==> config.mk <==
export PLATFORM = sky130hd
export DESIGN_NAME = program_counter
export DESIGN_NICKNAME = d
export VERILOG_FILES = /design/src/rtl/program_counter.sv
export SDC_FILE = /design/constraint.sdc
export NUM_CORES = 1
export LEC_CHECK = 0
export CAP_MARGIN = 5
export CORE_ASPECT_RATIO = 0.8
export CORE_MARGIN = 4
export CORE_UTILIZATION = 29
export CTS_CLUSTER_SIZE = 40
export DETAILED_ROUTE_END_ITERATION = 10
export GPL_ROUTABILITY_DRIVEN = 0
export PLACE_DENSITY = 0.74
export SYNTH_ARGS = -nofsm -noshare
export SYNTH_HDL_FRONTEND = slang
export SYNTH_SLANG_ARGS = --single-unit
==> constraint.sdc <==
create_clock -name clk -period 0.8 [get_ports clk]
set_clock_uncertainty 0.1 [all_clocks]
set_input_delay 0.16 -clock clk [delete_from_list [all_inputs] [get_ports clk]]
set_output_delay 0.16 -clock clk [all_outputs]
set_load 0.03 [all_outputs]
==> src/rtl/program_counter.sv <==
// Architectural PC register for the RV32I core: loads NextPC every rising edge, RESET_VECTOR on reset.
// Optional PC_MISALIGN_EN macro adds a registered instruction-address-misaligned flag.
module program_counter #(
  parameter int               WIDTH        = 32,
  parameter logic [WIDTH-1:0] RESET_VECTOR = '0
) (
  input  logic             clk,
  input  logic             reset,
  input  logic [WIDTH-1:0] NextPC,
  output logic [WIDTH-1:0] PC
`ifdef PC_MISALIGN_EN
  ,
  output logic             misaligned
`endif
);

  always_ff @(posedge clk) begin
    if (reset) PC <= RESET_VECTOR;
    else       PC <= NextPC;
  end

`ifdef PC_MISALIGN_EN
  // Computed from the value being loaded so the flag tracks PC with no extra delay; held low after reset.
  always_ff @(posedge clk) begin
    if (reset) misaligned <= 1'b0;
    else       misaligned <= |NextPC[1:0];
  end
`endif

endmodule

==> summary.md, run 1 <==
The run finished, with violations left. The checks that failed: negative setup slack. For the count of endpoints failing hold in the final timing report, the log shows 0. At the pin with the least slew margin, the transition time is 0.1762 ns.

The number of warnings reported in the yosys synthesis log came out at 0. The clock transition time at the flip-flop clock pins of the worst setup and hold paths was 0.06 ns; the filler cell count was 233. The total via count in the routed design was 696; the worst endpoint required time was 0.54 ns.

Derived from the worst setup path, the maximum achievable clock frequency is 1019 MHz. The run gives 5 as the total CTS buffers. The number of slew-limit violations in the final report came out at 0. Among all stages on the critical path, the largest delay is contributed by sky130_fd_sc_hd__dfxtp_2. Global routing finished with a remaining overflow of 0. In this run the worst hold path is classified as input pin to flop.

Largest register by flop count: PC. The maximum fanout count along the critical path was 1; the post-detailed-route via-to-cell ratio was 3.932. The H-tree depth was 2.

The proportion of netlist area held by the largest area contributor is 0.7420. The relative max-transition margin came out at 0.8826. The die span in x works out to 69 µm. The logs give 0.7420 for the sequential-to-total area share from yosys stat and 17 for the maximum number of pins on one net before global-route repair. Among cell families on the critical path, the largest total delay comes from flip-flops.

Each instance of the synthesized netlist takes up on average 12.89 µm². The floorplan step defined a core boundary enclosing 2808 µm². The share of layout cells above drive strength 1 was 0.5252. The setup path with the least slack is of type flop to output port. The total chip power was 3814 µW; the total die area was 3919 µm². Compared with the post-synthesis result, the final layout area differs by 106.1%.

The count of buffer and inverter cells on the critical path is 1, and the ratio of total power to cell area is 2143 nW/µm². The number of rows in the core area is 17. The repair_antennas step left the layout with diodes totalling 0. The number of nets in the final layout is 172, and the maximum resistive drop on vdd is 821.1 µV.

The final standard cell count with taps included and fillers excluded was 177; the biggest cell delay along the critical path was 0.33 ns. The tools report the wire length of the first global-routing pass as 3477 µm. STA classifies the critical path startpoint as a flop. Counting every net in the synthesized netlist gives 101. TritonCTS built the clock tree. In this run the cell area of the synthesized design comes to 863.3 µm².

The run gives 0.3075 as the effective utilization at floorplan. The period utilization is 1.227. Setup violations remaining at the end of the flow were counted as 32.

Number of max-cap violations: 0. In this run, synthesis produced a sequential element count of 32. The tools report the leakage power as 0.0007540 µW.

The sequential cells in the finished layout cover a total of 680.7 µm². The first TritonRoute pass finished after 2 iterations. 66 I/O pins were placed.

The worst setup path is captured at an output port. The number of global-route vias before repair is 727, and the placed instance count is 168. Number of antenna violations at the first check in global routing: 0. The synthesized netlist contains 3 unique library cells.

After detailed routing, the total wire length is 2230 µm. The register with the most flip-flops in the layout has 32 of them. The clock passes through at most 2 buffers.

Once placement finished, the instance area stood at 1479 µm². In this run, the number of DRC markers left after iteration 0 of detailed routing was 9. Setup repair after global routing could not meet its margin everywhere. Summing all multi-input logic gate instances after layout gives 200.2 µm².

Buffers inserted to repair hold after CTS numbered 0. For the design area, the log shows 1779 µm². The cell chosen for the clock root is sky130_fd_sc_hd__clkbuf_8. For the worst setup path, the data arrival time is 0.72 ns.

Dividing the detail-routed wire length by the instance count gives 12.60 µm. The final critical path time including I/O delays and setup is 0.9816 ns, and the number of clock sinks is 32. In the routed design, unresolved DRC markers number 0. After synthesis, the cell types taking the most area are sky130_fd_sc_hd__dfxtp_1 74%, sky130_fd_sc_hd__nor2b_1 23%, sky130_fd_sc_hd__buf_4 2.6%. The end-of-flow core utilization is 0.6337. Die height: 56.80 µm.

The total global routing track utilization is 0.1219. The logs give 0.3009 ns for the worst hold-check slack and 0 for the number of nets with antenna violations after detailed routing. Number of buffers inserted by port buffering: 65. The dominant cell type by area after synthesis is sky130_fd_sc_hd__dfxtp_1. Walking the worst path, the cells encountered are buf_6.

The tools report the gate count of the mapped netlist as 67. The worst-case setup margin in the final layout came out at -0.1816 ns. In the final layout, the registers with the most flip-flops are PC x32.
## through the flow
| stage | worst slack [ns] | setup TNS (ns) |
|---|---|---|
| CTS | -0.1889 | -5.709 |
| floorplan | 0.08075 | 0 |
| finish | -0.1816 | -5.556 |
| global route | -0.2126 | -6.462 |
| detailed placement | -0.3666 | -11.25 |
| global placement | -0.3423 | -10.69 |
## what timing repair did
item | 4_1_cts | 5_1_grt
setup buffers | 0 | 0
cloned | 1 | 0
endpoints found under the setup margin | 64 | 33
resized for setup | 65 | 1
## cell families after synthesis
kind of cell,after synthesis,synth area share
buffers and inverters,3,0.02609
flip-flops,32,0.7420
AND/OR/NAND/NOR,32,0.2319
## area by class of cell
class / instances / share of cell area
timing repair buffer: 67 / 0.4177
sequential: 32 / 0.3826
multi-input combinational: 32 / 0.1125
clock buffer: 6 / 0.04079
tap: 38 / 0.02672
clock inverter: 2 / 0.01969
## layer usage
layer | global-route usage | up-vias | share of wire
met3 | 0.05188 | 4 | 0.091
met5 | 0 | - | 0
met2 | 0.2133 | 41 | 0.52
met1 | 0.1157 | 311 | 0.38
met4 | 0.08357 | 0 | 0.015
li1 | - | 340 | -
## path summary, 6_finish.rpt
check,start,to,slack (ns),depth (start not counted)
min,reset,PC[31],0.30,3
max,PC[12],PC[12],-0.18,1
## cells in the final DEF (no fill, tap or decap)
cell | Yosys | layout
sky130_fd_sc_hd__nor2b_1 | 32 | 32
sky130_fd_sc_hd__bufinv_16 | 0 | 1
sky130_fd_sc_hd__buf_6 | 0 | 32
sky130_fd_sc_hd__clkbuf_8 | 0 | 5
sky130_fd_sc_hd__clkbuf_1 | 0 | 1
sky130_fd_sc_hd__clkdlybuf4s15_1 | 0 | 1
sky130_fd_sc_hd__buf_12 | 0 | 1
sky130_fd_sc_hd__bufbuf_16 | 0 | 1
sky130_fd_sc_hd__clkinv_2 | 0 | 1
sky130_fd_sc_hd__dfxtp_2 | 0 | 32
sky130_fd_sc_hd__clkdlybuf4s50_1 | 0 | 32
## cells in the mapped netlist
cell type and number:
sky130_fd_sc_hd__dfxtp_1 32, sky130_fd_sc_hd__nor2b_1 32, sky130_fd_sc_hd__buf_4 3
## power by group
group | switching (µW) | internal [µW]
clock | 525 | 923
combinational | 269 | 362
sequential | 37.9 | 1700
(Power assumes the default switching activity.)
==> inputs of run 2 (changes only) <==
--- a/config.mk
+++ b/config.mk
@@ -12,7 +12,7 @@
 export CTS_CLUSTER_SIZE = 40
 export DETAILED_ROUTE_END_ITERATION = 10
 export GPL_ROUTABILITY_DRIVEN = 0
-export PLACE_DENSITY = 0.74
+export PLACE_DENSITY_LB_ADDON = 0.08
 export SYNTH_ARGS = -nofsm -noshare
 export SYNTH_HDL_FRONTEND = slang
 export SYNTH_SLANG_ARGS = --single-unit
==> run 2 against run 1 <==
  * The run still ends with negative setup slack left
  * Routed wire length decreased by 8.7%
  * Global-route usage decreased by 0.85 points
  * Largest power group unchanged
  * Sequential power about the same
==> summary.md, run 2 (same netlist as run 1, synthesis figures left out) <==
The run finished, with violations left. The checks that failed: negative setup slack. The pre-antenna-repair detailed-routing pass consisted of 3 iterations. After detailed routing, the number of vias per cell comes to 3.814.

The total global routing track utilization was 0.1134. Effective utilization at floorplan: 0.3075. The placed instance count is 168. In this run the post-CTS setup repair buffer count came out at 0. Wires add up to 2036 µm. The register with the most flip-flops in the layout has 32 of them. TritonCTS built the clock tree. After detailed routing, the met3 layer carries 285 µm of wire.

Number of global-route vias before repair: 680. The worst setup path is captured at an output port. For the met1 wire length, the log shows 692 µm. The number of buffers inserted by port buffering is 65, and the leakage power is 0.0007450 µW.

Maximum fanout count along the critical path: 1. Portion of total power attributed to combinational logic: 0.174. The run gives 2808 µm² as the floorplan core area. Final critical path time including I/O delays and setup: 0.9876 ns. In this run the most critical hold path is launched from reset.

For the total via count in the routed design, the log shows 675. In this run the deepest clock path goes through 2 buffers. The repair_antennas step left the layout with diodes totalling 0. Largest register by flop count: PC. Static timing analysis puts the maximum clock frequency at 1013 MHz. In the final layout, the registers with the most flip-flops are PC x32.

For the count of endpoints failing hold in the final timing report, the log shows 0. Top routing layer in use: met4. The number of primary I/O pins came out at 66. The wire length of the first global-routing pass is 3256 µm, and the detailed-route wire length per cell is 11.50 µm. At the pin with the least slew margin, the transition time is 0.1603 ns.

Hold is met by 0.3120 ns. The hold-fix buffer count after cts came out at 0. Cell chosen for the clock root: sky130_fd_sc_hd__clkbuf_8. The ratio of total power to cell area is 2034 nW/µm², and the biggest cell delay along the critical path is 0.33 ns.

Relative to the synthesized area, the layout overhead comes to 103.9%. Buffers inserted during clock tree synthesis total 5. The critical path data arrival time came out at 0.73 ns. The finished layout holds 177 standard cells, fillers aside. In the final design database the tool counted 172 nets. In the layout the commonest cells are 32 x sky130_fd_sc_hd__dfxtp_2, 32 x sky130_fd_sc_hd__nor2b_1, 32 x sky130_fd_sc_hd__clkdlybuf4s50_1, 32 x sky130_fd_sc_hd__buf_6, 6 x sky130_fd_sc_hd__clkbuf_8. The internal portion of the total power is 2758 µW. Filler cell count: 228. The clock transition time at the flip-flop clock pins of the worst setup and hold paths came out at 0.06 ns. Count of buffer and inverter cells on the critical path: 1. Number of antenna violations at the first check in global routing: 0. The tools report the part of the total power dissipated in sequential elements as 0.485.

The tools report the met2 wire length as 1030 µm. The run gives 0 as the number of nets with antenna violations after detailed routing. Across the VDD grid, the largest voltage drop is 1164 µV. For this run the aggregate overflow at the end of global routing stands at 0. The floorplan has 17 rows.

For the total die area, the log shows 3919 µm². The cell with the largest stage delay on the worst path is sky130_fd_sc_hd__dfxtp_2. The floorplan step set the die width to 69 µm. The tools report the maximum number of pins on one net before global-route repair as 17. The power spent charging and discharging nets is 821.8 µW, and the relative max-transition margin is 0.8931.

The clock drives 32 sinks. The tools report the end point of the most critical hold path as PC[1]. The worst setup path is of the flop to output port kind. Traced cell by cell, the critical path runs through buf_6. The logs give 0 for the number of max-cap violations and 1479 µm² for the post-placement cell area. The HPWL after detailed placement is 1404 µm. In the routed design, unresolved DRC markers number 0. The clock power share was 0.341; the initial detailed-routing violation count was 6. Setup violations remaining at the end of the flow were counted as 32. The path class of the tightest hold or removal check is input pin to flop.

The die is 56.80 µm tall. The switching part of the total came out at 0.2295. The tools report the H-tree depth as 2. The share of layout cells above drive strength 1 was 0.5180; the worst endpoint required time was 0.54 ns. The period utilization was 1.234; the worst-case setup margin in the final layout was -0.1876 ns.

The tools report the design area as 1760 µm². Setup repair after global routing could not meet its margin everywhere. Worst hold path stage count: 3. The tools report the number of slew-limit violations in the final report as 0. The gate family responsible for the most delay along the worst path is flip-flops. STA classifies the critical path startpoint as a flop.
run 2: cell types whose count changed in the layout (fill, tap and decap cells not counted):
cell                              change
sky130_fd_sc_hd__dlygate4sd2_1        +1
sky130_fd_sc_hd__clkinv_2             -1
sky130_fd_sc_hd__clkbuf_8             +1
sky130_fd_sc_hd__clkbuf_1             +1
sky130_fd_sc_hd__bufinv_16            -1
sky130_fd_sc_hd__clkdlybuf4s15_1      -1
run 2: repair_timing:
item,CTS,global route
gates resized for setup,65,0
endpoints found under the setup margin,64,32
gates cloned,1,0
run 2: layer usage:
layer  vias up  track usage
met1       288       0.1099
li1        340            -
met4         0      0.05014
met2        42       0.1753
met3         5      0.09302
met5         -            0
run 2: layout make-up:
cell class	count	area (µm²)	share of cell area
flip-flops and latches	32	680.7	0.3866
well taps	38	47.55	0.02701
repair buffers	67	742.0	0.4215
multi-input cells	32	200.2	0.1137
clock buffers	8	90.09	0.05117
run 2: worst max-delay path by stage:
stage,cells past startpoint,slack (ns),from,end
6_report,1,-0.19,PC[14],PC[14]
5_1_grt,1,-0.22,PC[19],PC[19]
3_5_place_dp,3,-0.36,reset,PC[15]
3_3_place_gp,3,-0.34,reset,PC[22]
4_1_cts,1,-0.20,PC[3],PC[3]
2_1_floorplan,0,0.08,PC[0],PC[0]
run 2: power groups by stage:
stage,Combinational (µW),Sequential (µW),Clock (µW)
after detailed placement,556,1740,0
after floorplan,76.6,1910,0
final,623,1730,1220
after global routing,658,1740,1340
after CTS,631,1740,1260
after global placement,552,1740,0
run 2: stage by stage:
stage	worst slack, ns	utilization	total power (µW)	setup TNS, ns
2_1_floorplan	0.08075	-	1989	0
3_3_place_gp	-0.3422	0.5267	2288	-10.77
3_5_place_dp	-0.3606	0.5267	2293	-11.38
4_1_cts	-0.1973	0.6270	3628	-6.032
5_1_grt	-0.2178	0.6270	3735	-6.629
6_report	-0.1876	0.6270	3580	-5.670
==> inputs of run 3 (changes only) <==
--- a/config.mk
+++ b/config.mk
@@ -7,7 +7,7 @@
 export LEC_CHECK = 0
 export CAP_MARGIN = 5
 export CORE_ASPECT_RATIO = 0.8
-export CORE_MARGIN = 4
+export CORE_MARGIN = 2
 export CORE_UTILIZATION = 29
 export CTS_CLUSTER_SIZE = 40
 export DETAILED_ROUTE_END_ITERATION = 10
==> run 3 against run 2 <==
  * The flow still finishes with violations (negative setup slack)
  * Global-route usage increased by 1.4 points
  * Flip-flop and latch count did not move
  * First-iteration DRC count up 100%
  * Utilization fell by 1.0 points
  * Setup slack improved by 0.0041 ns
  * Clock power down 11%
  * Sequential power about the same
  * Largest power group unchanged
==> summary.md, run 3 (same netlist as run 1, synthesis figures left out) <==
The number of clock buffers added by TritonCTS is 5. From left edge to right edge, the die measures 65 µm. The largest registers in the layout are PC x32. The number of rows in the core area was 17; the aggregate routed wire length was 1907 µm. The largest register by flop count is PC. The post-detailed-route via-to-cell ratio works out to 3.881. Leaving out filler cells and counting taps, the final layout contains 177. Detailed routing inserted a total of 687 vias. The share of layout cells above drive strength 1 works out to 0.5252.

The startpoint identified for the worst hold timing path is reset. In this run the count of I/O pins placed on the die edge is 66. The final setup violation count was 32. The endpoint kind of the worst setup timing path is an output port. Clock transition time at the flip-flop clock pins of the worst setup and hold paths: 0.06 ns. The worst-case setup margin in the final layout was -0.1835 ns; the detailed-route wire length per cell was 10.77 µm. The tools report the initial detailed-routing violation count as 12. Total die area: 3432 µm².

Compared with the post-synthesis result, the final layout area differs by 99.13%. Count of buffer and inverter cells on the critical path: 1. In this run the worst setup path begins at PC[21]. After detailed routing, no signal wire sits above met4. The biggest cell delay along the critical path works out to 0.33 ns. After detailed routing, the met2 layer carries 911 µm of wire. The number of clock sinks was 32; the ratio of total power to cell area was 1994 nW/µm². The min-delay analysis places its worst path in the category input pin to flop. For this run the aggregate overflow at the end of global routing stands at 0. The number of nets with antenna violations after detailed routing was 0. The signal on the critical path passes through buf_6. The run gives 17 as the maximum number of pins on one net before global-route repair.

Summing internal, switching and leakage power gives 3428 µW. The period utilization came out at 1.229. Critical path start-end classification: flop to output port. For the worst setup path, the data required time is 0.54 ns. For the pin with the worst max-slew slack, the measured transition is 0.1499 ns. The flow ran to the end, but the final reports show violations. In this run the cell area measured after placement is 1474 µm². The tools report the floorplan core area as 2786 µm².

On the final layout, the worst hold slack is 0.2749 ns. TritonCTS built the clock tree. The logs give 0 for the count of inserted antenna diode cells and 0.72 ns for the critical path data arrival time. Total global routing track utilization: 0.1276. The number of antenna violations at the first check in global routing is 0, and the final critical path time including I/O delays and setup is 0.9835 ns. Maximum clock insertion buffer count: 2. The library cell used most frequently in the layout, excluding fill and tap cells, is sky130_fd_sc_hd__buf_6. The worst slack after detailed placement is -0.3421 ns, and the relative max-transition margin is 0.9001. CTS built an H-tree with a depth of 2. The largest individual stage delay along the critical path comes from the cell sky130_fd_sc_hd__dfxtp_2.

The maximum resistive drop on vdd was 1264 µV; the flip-flop count of the largest register, all copies and words added was 32. With fillers left out, the area of the finished cells amounts to 1719 µm². The logs give 173 for the number of nets in the final layout and 169 for the placed instance count. The maximum fanout count along the critical path works out to 1.

The tool flagged a number of max-cap violations equal to 0. After detailed routing, the number of remaining DRC violations is 0. The number of buffers inserted by port buffering is 65. The run gives 1017 MHz as the highest attainable clock frequency. The checks that failed: negative setup slack. The effective utilization at floorplan was 0.3098.

On the critical path the largest part of the delay comes from flip-flops. For the wire length of the first global-routing pass, the log shows 2994 µm. The count of endpoints failing hold in the final timing report is 0. Setup repair after global routing could not meet its margin everywhere. The detailed router put a total of 694 µm of wire on met1. In this run the static leakage power is 0.0007265 µW.

STA classifies the critical path startpoint as a flop. In this run the clock root is driven by a sky130_fd_sc_hd__clkbuf_8. In this run, post-CTS hold repair placed 0 buffers. The die height came out at 52.80 µm. The run gives 259 µm as the routed wire length on met3.

In the layout the commonest cells are 33 x sky130_fd_sc_hd__buf_6, 32 x sky130_fd_sc_hd__dfxtp_2, 32 x sky130_fd_sc_hd__nor2b_1, 32 x sky130_fd_sc_hd__clkdlybuf4s50_1, 5 x sky130_fd_sc_hd__clkbuf_8. The first TritonRoute pass finished after 3 iterations. The number of slew-limit violations in the final report was 0. The number of global-route vias before repair is 689, and the number of setup buffers added after CTS is 0.
run 3: cell types whose count changed in the layout (fill, tap and decap cells not counted):
cell	delta
sky130_fd_sc_hd__buf_2	+1
sky130_fd_sc_hd__buf_6	+1
sky130_fd_sc_hd__buf_4	+1
sky130_fd_sc_hd__clkinv_2	+1
sky130_fd_sc_hd__buf_12	-1
sky130_fd_sc_hd__bufbuf_16	-1
sky130_fd_sc_hd__clkbuf_8	-1
sky130_fd_sc_hd__clkbuf_1	-1
run 3: report_power, final:
group / leakage (µW) / internal (µW) / switching, µW
combinational: 0.000410 / 342 / 259
clock: 0.0000410 / 589 / 502
sequential: 0.000275 / 1700 / 38.3
total: 0.000726 / 2630 / 799
run 3: repair_timing:
| action | CTS | global route |
|---|---|---|
| endpoints found under the setup margin | 64 | 32 |
| pin swaps | 0 | 0 |
| cloned | 1 | 0 |
| resized for setup | 66 | 0 |
| hold endpoints to repair | 0 | 0 |
run 3: worst paths after layout:
kind | end | slack [ns] | depth (start not counted)
hold / removal | PC[9] | 0.27 | 3
setup / recovery | PC[21] | -0.18 | 1
run 3: layout make-up:
cell class	instances	area, µm²
Timing Repair Buffer	68	713.2
Multi-Input combinational cell	32	200.2
Clock buffer	6	72.57
Clock inverter	1	5.005
Fill cell	254	1067
Sequential cell	32	680.7
Tap cell	38	47.55
run 3: per-layer routing:
metal,vias up,track usage
met5,-,0
met4,0,0.08511
met3,7,0.08172
met2,42,0.1942
met1,295,0.1298
li1,343,-
run 3: metrics by stage:
stage | TNS (ns) | util
CTS | -6.010 | 0.6170
global route | -6.460 | 0.6170
global placement | -10.24 | 0.5290
finish | -5.571 | 0.6170
floorplan | 0 | -
detailed placement | -10.55 | 0.5290
